==> config.mk <==
export PLATFORM = sky130hd
export DESIGN_NAME = divider
export DESIGN_NICKNAME = d
export VERILOG_FILES = /design/src/rtl/definitions.sv /design/src/rtl/divider.sv
export SDC_FILE = /design/constraint.sdc
export NUM_CORES = 1
export LEC_CHECK = 0
export CAP_MARGIN = 20
export CORE_MARGIN = 3
export CORE_UTILIZATION = 40
export CTS_BUF_LIST = sky130_fd_sc_hd__clkbuf_4 sky130_fd_sc_hd__clkbuf_8
export DETAILED_ROUTE_END_ITERATION = 10
export PLACE_DENSITY = 0.68
export RECOVER_POWER = 100
export SETUP_SLACK_MARGIN = 0.4
export SLEW_MARGIN = 20
export SYNTH_ARGS = -nofsm -noshare
export SYNTH_HDL_FRONTEND = slang
export SYNTH_SLANG_ARGS = --single-unit
==> constraint.sdc <==
create_clock -name i_clk -period 7.1 [get_ports i_clk]
set_input_delay 0.71 -clock i_clk [delete_from_list [all_inputs] [get_ports i_clk]]
set_output_delay 0.71 -clock i_clk [all_outputs]
set_load 0.02 [all_outputs]
==> src/rtl/definitions.sv <==
// Shared core definitions: data word and divider types.
// Imported by execute-stage units.
package definitions;

  localparam int XLEN = 32;

  typedef logic [XLEN-1:0] t_data;

  typedef enum logic [1:0] {
    DIV_OP_DIV,
    DIV_OP_DIVU,
    DIV_OP_REM,
    DIV_OP_REMU
  } t_div_operation;

  typedef enum logic [1:0] {
    DIV_IDLE,
    DIV_CALC,
    DIV_DONE
  } t_divider_state;

  function automatic logic is_rem_op(input t_div_operation o);
    return (o == DIV_OP_REM) || (o == DIV_OP_REMU);
  endfunction

  function automatic logic is_signed_op(input t_div_operation o);
    return (o == DIV_OP_DIV) || (o == DIV_OP_REM);
  endfunction

endpackage

==> src/rtl/divider.sv <==
// Iterative RV32M divider: one restoring step per cycle.
// Start/done handshake; core stalls while busy.
module divider
  import definitions::*;
#(
  parameter int DATA_WIDTH = 32
) (
  input  logic           i_clk,
  input  logic           i_reset,
  input  logic           i_start,
  input  t_div_operation i_operation,
  input  t_data          i_operand1,
  input  t_data          i_operand2,
  output logic           o_ready,
  output logic           o_done,
  output t_data          o_result
);

  localparam int CW = $clog2(DATA_WIDTH);
  localparam int W  = DATA_WIDTH;

  typedef logic [W-1:0] t_word;

  function automatic t_word negate(
    input t_word v,
    input logic  en
  );
    return en ? (~v + 1'b1) : v;
  endfunction

  t_divider_state state;
  t_divider_state state_next;

  logic [CW-1:0]  count;
  t_div_operation op;
  logic           neg_q;
  logic           neg_r;
  t_word          quo;
  t_word          rem;
  t_word          div_b;

  logic           in_signed;
  logic           a_neg;
  logic           b_neg;
  logic           div_zero;
  logic           overflow;
  logic           special;
  t_word          abs_a;
  t_word          abs_b;
  t_word          spec_q;
  t_word          spec_r;

  logic [W:0]     rem_sh;
  logic [W:0]     diff;
  logic           fits;
  t_word          quo_step;
  t_word          rem_step;
  t_word          res_q;
  t_word          res_r;

  assign o_ready = (state == DIV_IDLE);
  assign o_done  = (state == DIV_DONE);

  // Operand conditioning and RISC-V special-case detection.
  always_comb begin
    in_signed = is_signed_op(i_operation);
    a_neg     = in_signed & i_operand1[W-1];
    b_neg     = in_signed & i_operand2[W-1];
    abs_a     = negate(i_operand1, a_neg);
    abs_b     = negate(i_operand2, b_neg);
    div_zero  = (i_operand2 == '0);
    overflow  = in_signed
              && (i_operand1 == {1'b1, {(W-1){1'b0}}})
              && (i_operand2 == '1);
    special   = div_zero | overflow;
    spec_q    = div_zero ? '1 : {1'b1, {(W-1){1'b0}}};
    spec_r    = div_zero ? i_operand1 : '0;
  end

  // One restoring step plus final sign fix-up.
  always_comb begin
    rem_sh   = {rem, quo[W-1]};
    diff     = rem_sh - {1'b0, div_b};
    fits     = ~diff[W];
    rem_step = fits ? diff[W-1:0] : rem_sh[W-1:0];
    quo_step = {quo[W-2:0], fits};
    res_q    = negate(quo_step, neg_q);
    res_r    = negate(rem_step, neg_r);
  end

  // Next-state logic.
  always_comb begin
    state_next = state;
    unique case (state)
      DIV_IDLE: begin
        if (i_start) begin
          state_next = special ? DIV_DONE : DIV_CALC;
        end
      end
      DIV_CALC: begin
        if (count == '0) begin
          state_next = DIV_DONE;
        end
      end
      DIV_DONE: begin
        state_next = DIV_IDLE;
      end
      default: begin
        state_next = DIV_IDLE;
      end
    endcase
  end

  // State, counter, datapath and result registers.
  always_ff @(posedge i_clk or posedge i_reset) begin
    if (i_reset) begin
      state    <= DIV_IDLE;
      count    <= '0;
      op       <= DIV_OP_DIV;
      neg_q    <= 1'b0;
      neg_r    <= 1'b0;
      quo      <= '0;
      rem      <= '0;
      div_b    <= '0;
      o_result <= '0;
    end else begin
      state <= state_next;
      case (state)
        DIV_IDLE: begin
          if (i_start) begin
            op    <= i_operation;
            neg_q <= a_neg ^ b_neg;
            neg_r <= a_neg;
            quo   <= abs_a;
            rem   <= '0;
            div_b <= abs_b;
            count <= CW'(W - 1);
            if (special) begin
              o_result <= is_rem_op(i_operation)
                        ? spec_r : spec_q;
            end
          end
        end
        DIV_CALC: begin
          quo <= quo_step;
          rem <= rem_step;
          if (count != '0) begin
            count <= count - 1'b1;
          end else begin
            o_result <= is_rem_op(op) ? res_r : res_q;
          end
        end
        default: begin
        end
      endcase
    end
  end

endmodule

# Yosys cells after proc, flatten, opt, wreduce, memory -nomap -nowiden
# Index checks and enable logic that the tools add are counted.
totals:
  regBits: 139
  latchBits: 0
  ramBits: 0
  rom_bits: 0
  in_bits: 69
  out_inout_bits: 34
  word_cells: 77
  memories: 0
classes:
  add_sub_neg: 6
  mul: 0
  n_div: 0
  order_cmp: 0
  eq_ne: 13
  shift: 0
  muxes: 24
  n_bitwise: 9
  n_reduce_logical: 16
ops:
  columns: ["cell", "count"]
  rows:
  - ["32-bit two-way mux", 13]
  - ["32-bit one-hot mux with 2 select lines", 3]
  - ["32-bit by 1-bit adder with 32-bit output, second input constant", 4]
  - ["32-bit NOT", 4]
  - ["32-bit == test, second input constant", 2]
  - ["33-bit by 32-bit subtractor with 33-bit output", 1]
  - ["32-bit logical NOT", 1]
  - ["31-bit two-way mux", 1]
  - ["2-bit == test, second input constant", 5]
  - ["5-bit two-way mux", 2]
  - ["5-bit one-hot mux with 2 select lines", 1]
  - ["2-bit inequality test, second input constant", 4]
  - ["2-bit two-way mux", 3]
  - ["2-bit AND reduction", 3]
  - ["5-bit logical NOT", 1]
  - ["5-bit nonzero test", 1]
  - ["5-bit by 1-bit subtractor with 5-bit output, second input constant", 1]
  - ["2-bit logical NOT", 2]
  - ["2-bit one-hot mux with 2 select lines", 1]
  - ["4-bit AND reduction", 1]
  - ["1-bit logical OR", 3]
  - ["3-bit AND reduction", 1]
  - ["1-bit AND", 2]
  - ["2-bit by 1-bit == test with 1-bit output, second input constant", 1]
  - ["other kinds (6)", 7]

# Logic depth before layout (Yosys ltp)
logic_depth:
  word_depth: 8
  mapped_depth: 21
  mapped_depth_nobuf: 18

# Worst setup path after synthesis
# No wires, ideal clock.
synth_path:
  path_kind: "register -> register"
  startpoint: "register quo[31]"
  endpoint: "register o_result[28]"
  setup_ns: 0.094
  arrival_time_ns: 4.645
  t_required_ns: 7.006
  setup_slack_ns: 2.361
  stages_incl_launch_ff: 22
  n_path_buf: 3
  synth_period_minus_slack_ns: 4.739
  cell_sequence: "dfrtp_1 inv_1 ha_1 fa_1 nor2b_4 o311a_4 o211ai_4 a211oi_2 o21a_1 nor2_1 inv_1 clkbuf_1 buf_2 buf_2 nor2_1 a21oi_1 ha_1 o2111ai_2 or3_4 o41ai_2 xnor2_1 a211oi_1"
synth_via:
  elab_chain_len: 8
  elab_cells_between_ends: 12
  cone_classes: "add/sub: 3; mux: 6; bitwise: 3"
synth_lines:
  columns: ["element", "line_no", "source"]
  rows:
  - ["start: declaration", "divider.sv:38", "t_word quo;"]
  - ["start signal: assignment", "divider.sv:134", "quo <= abs_a;"]
  - ["start signal: assignment", "divider.sv:145", "quo <= quo_step;"]
  - ["33-bit by 32-bit subtractor with 33-bit output", "divider.sv:83", "diff = rem_sh - {1'b0, div_b};"]
  - ["32-bit two-way mux / 1-bit NOT (equally long branches)", "divider.sv:85, divider.sv:84", null]
  - ["32-bit NOT", "divider.sv:28", "return en ? (~v + 1'b1) : v;"]
  - ["32-bit by 1-bit adder with 32-bit output", "divider.sv:28", null]
  - ["32-bit two-way mux", "divider.sv:28", null]
  - ["32-bit two-way mux *", "divider.sv:150", "o_result <= is_rem_op(op) ? res_r : res_q;"]
  - ["32-bit two-way mux *", "divider.sv:147", "if (count != '0) begin"]
  - ["32-bit one-hot mux with 2 select lines *", "divider.sv:128", "case (state)"]
  - ["end signal: assignment", "divider.sv:139", "o_result <= is_rem_op(i_operation)"]
  - ["end signal: assignment", "divider.sv:150", null]
  - ["end: declaration", "divider.sv:16", "output t_data o_result"]
# Every way passes the cells marked *; elsewhere a longest branch is shown, timed or not. The select of a mux whose other input is x is not followed.
# A chain may end at the register's enable or synchronous reset.

# Worst setup path after layout
layout_path:
  startpoint: "register quo[31]"
  endpoint: "register o_result[26]"
# Same word-level chain as after synthesis.

==> results.tsv <==
stage	metric	value	unit
run_status	run_status	finished with violations	
run_status	violations	capacitance limit, slew limit	
timing	hold_violations	0	
synth	synth_fp_nets	1624	
placed_design	numPortBuffers	102	
hold_path	worst_hold_class	reg -> reg	
timing	layout_worst_path_cycle_share	85.15	%
critical_path	worst_setup_path_start_kind	register	
synth	syn_area	11660	sq um
critical_path	cp_max_fo	36	
cells_and_area	commonest_cells_after_routing_fill_and_taps_aside	179 x sky130_fd_sc_hd__nand2_1, 154 x sky130_fd_sc_hd__o21ai_0, 138 x sky130_fd_sc_hd__dfrtp_1, 126 x sky130_fd_sc_hd__a21oi_1, 102 x sky130_fd_sc_hd__nor2_1	
cts	worst_skew_pair.late_latency	0.48	ns
pwr	ir_drop	0.0003086	V
timing	rsz0062_at_grt	no	
floorplanning	io_pins	103	
placed_design	place.detailed.instances	1913	
cts	clockRootBuffer	sky130_fd_sc_hd__clkbuf_8	
critical_path	critical_path_cell_list	inv_1 > ha_1 > fa_1 > nor2b_1 > o311a_4 > o211ai_1 > a211oi_1 > o21a_1 > nor2_4 > inv_1 > buf_4 > nor2_1 > a21oi_1 > ha_1 > o2111ai_1 > or3_1 > o41ai_1 > xnor2_1 > a211oi_1	
routing	first_iter_violations	1214	
floorplanning	fp.dieArea	31240	sq um
routing	avgRoutedWirePerCell	21.49	um
routing	post_drt_antenna_nets	0	
synth	netlist_instances	1515	
timing	finalSetupTns	0	ns
placed_design	gp_congestion	0.9433	
cts	post_cts.repair.setup_buffers	0	
floorplanning	floorplan.initialDensity	41.30	%
cells_and_area	layout-drive-gt1-share	4.595	%
grt	grt_overflow_total	0	
timing	final-max-slew-violation-count	274	
grt	grt_pass1_wl	64850	um
cells_and_area	layoutNonFillerInstCount	1945	
grt	vias_in_the_first_global_route	11130	
cts	ctsHoldBuffers	0	
cells_and_area	finalInstanceArea	13270	sq um
pwr	p_per_cell_area	547.7	nW/um^2
timing	max_clock_freq	0.1654	GHz
synth	asyncSetResetFlopFracSynth	100.0	%
floorplanning	num_rows	61	
cts	cts.clk_slew.worst_paths	0.09	ns
floorplanning	fp.dieW	176.8	um
timing	hold_ws	0.4780	ns
placed_design	dp_hpwl	31760	um
flow_run	max_cap_viol_count	5	
synth	ys_ff_latch	138	
cts	clock-sinks	138	
critical_path	critPathCaptureType	register	
cells_and_area	post-route-util	46.97	%
critical_path	critical_path.startpoint	quo[31]	
critical_path	critical_path.max_stage_delay	0.66	ns
timing	setup_viol	0	
synth	avgSynthCellArea	7.698	sq um
cts	cts.repair.resized	0	
synth	yosysUniqueCellTypes	78	
cells_and_area	nets	1663	
cells_and_area	synthToLayoutAreaGrowth	13.74	%
floorplanning	fp.coreArea	28240	sq um
grt	antenna_found_initial	1	
synth	synth_sequential_area_ratio	29.61	%
cts	clk_path_buf_depth	2	
routing	drc	0	
cells_and_area	final_common_cell	sky130_fd_sc_hd__nand2_1	
cts	ctsHtreeMaxLevel	4	
synth	synth_flop_cell	sky130_fd_sc_hd__dfrtp_1	
critical_path	worstSetupPathType	reg -> reg	
hold_path	hold_path_startpoint	o_result[3]	
timing	final.setup_skew	0.01684	ns
critical_path	critical-path-slowest-cell	sky130_fd_sc_hd__o21a_1	
grt	grt_max_degree	71	
routing	routed-via-count	11970	
critical_path	critical_path_arrival	6.43	ns
cts	tritoncts	yes	
grt	grt_usage	26.43	%
routing	detail_route.wirelength	41810	um
synth	yosys_warnings	0	
synth	synth_edf_count	0	
routing	vias_per_cell	6.154	
critical_path	timing.rr.start	quo[31]	
cells_and_area	insertedDiodeCount	0	
critical_path	critical_path_required	7.48	ns
timing	period_minus_slack	6.045	ns
timing	slew_headroom	-123.4	%
placed_design	detailed_place.area	12930	sq um
floorplanning	die_height	176.8	um
critical_path	setup.reg_to_reg.worst_slack	1.05	ns
timing	tightest_slew	3.332	ns
pwr	leakage	5.160	nW
cts	numCtsBuffers	17	
routing	drtPass1Iterations	6	
power breakdown:
| group | switching (mW) | leakage [nW] | total [mW] | internal, mW |
|---|---|---|---|---|
| clock network | 0.371 | 0.194 | 0.666 | 0.294 |
| logic | 3.27 | 3.27 | 5.07 | 1.80 |
| registers | 0.418 | 1.70 | 1.53 | 1.12 |
cell usage after synthesis (all sizes together), types with 9 or more instances:
cell | count | share of area [%]
inv | 70 | 2.3
or3 | 16 | 0.90
o22ai | 56 | 3.0
a21o | 9 | 0.58
nand2 | 180 | 5.8
o31ai | 30 | 1.9
nor4 | 20 | 1.1
nand4 | 20 | 1.1
buf | 18 | 0.70
dfrtp | 138 | 30
or4 | 13 | 0.84
or2 | 10 | 0.54
a31oi | 19 | 1.0
nor2 | 104 | 3.3
mux2i | 19 | 1.6
ha | 39 | 4.2
clkbuf | 78 | 2.5
nor3 | 56 | 2.4
nand2b | 11 | 0.59
a211oi | 10 | 0.69
xnor2 | 92 | 6.9
xor2 | 45 | 3.4
o21ai | 163 | 7.0
o41ai | 17 | 1.5
a221oi | 14 | 1.1
nand3 | 22 | 0.94
a21oi | 127 | 5.5
o21a | 9 | 0.58
o211ai | 11 | 0.83
critical path, delay by kind of cell (launching register included):
| kind | cells | cell delay (ns) |
|---|---|---|
| xor+xnor | 1 | 0.14 |
| simple gates | 4 | 1.00 |
| fa+ha+maj | 3 | 0.91 |
| compound gates | 8 | 2.91 |
| flops | 1 | 0.42 |
| buf+inv | 3 | 0.55 |
routing by layer:
metal / vias up / global-route usage (%) / share of wire (%)
li1: 5609 / - / -
met1: 5729 / 38.86 / 45
met2: 560 / 40.09 / 44
met3: 69 / 4.569 / 8.4
met4: 2 / 7.136 / 2.0
met5: - / 0 / 0.031
final cells by class:
cell class / count / area, sq um
fill: 2869 / 14970
inverter: 71 / 267.8
sequential: 138 / 3453
clock inverter: 14 / 138.9
timing repair buffer: 116 / 1112
tap: 378 / 473.0
multi-input combinational: 1210 / 7572
clock buffer: 18 / 247.7
sequential cells by signal, summed over array words and instances, names as in the netlist:
name,count
count,5
div_b,32
neg_q,1
neg_r,1
o_result,32
op,1
quo,32
rem,32
state,2
path summary, 6_finish.rpt:
check,cells past startpoint,to
worst max-delay path,19,o_result[26]
worst min-delay path,2,o_result[3]
worst max register to register,19,o_result[26]
worst min register to register,2,o_result[3]
max in group asynchronous,3,div_b[8]
min in group asynchronous,2,o_result[2]
metrics by stage:
stage | power (mW) | worst slack (ns)
after CTS | 7.208 | 1.671
after global placement | 6.477 | 1.902
after global routing | 7.760 | 0.6134
final | 7.265 | 1.055
after detailed placement | 6.522 | 1.712
after floorplan | 4.952 | 2.361
kinds of logic (layout without fill, tap and decap cells):
kind of cell | Yosys count | in the layout | share of synthesized area [%]
compound gates | 522 | 522 | 28.33
flops | 138 | 138 | 29.61
mux | 27 | 27 | 2.403
xor+xnor | 137 | 137 | 10.29
buf+inv | 167 | 219 | 5.493
fa+ha+maj | 40 | 40 | 4.356
simple gates | 484 | 484 | 19.52
Note: power is estimated with default switching activity, not from simulation.
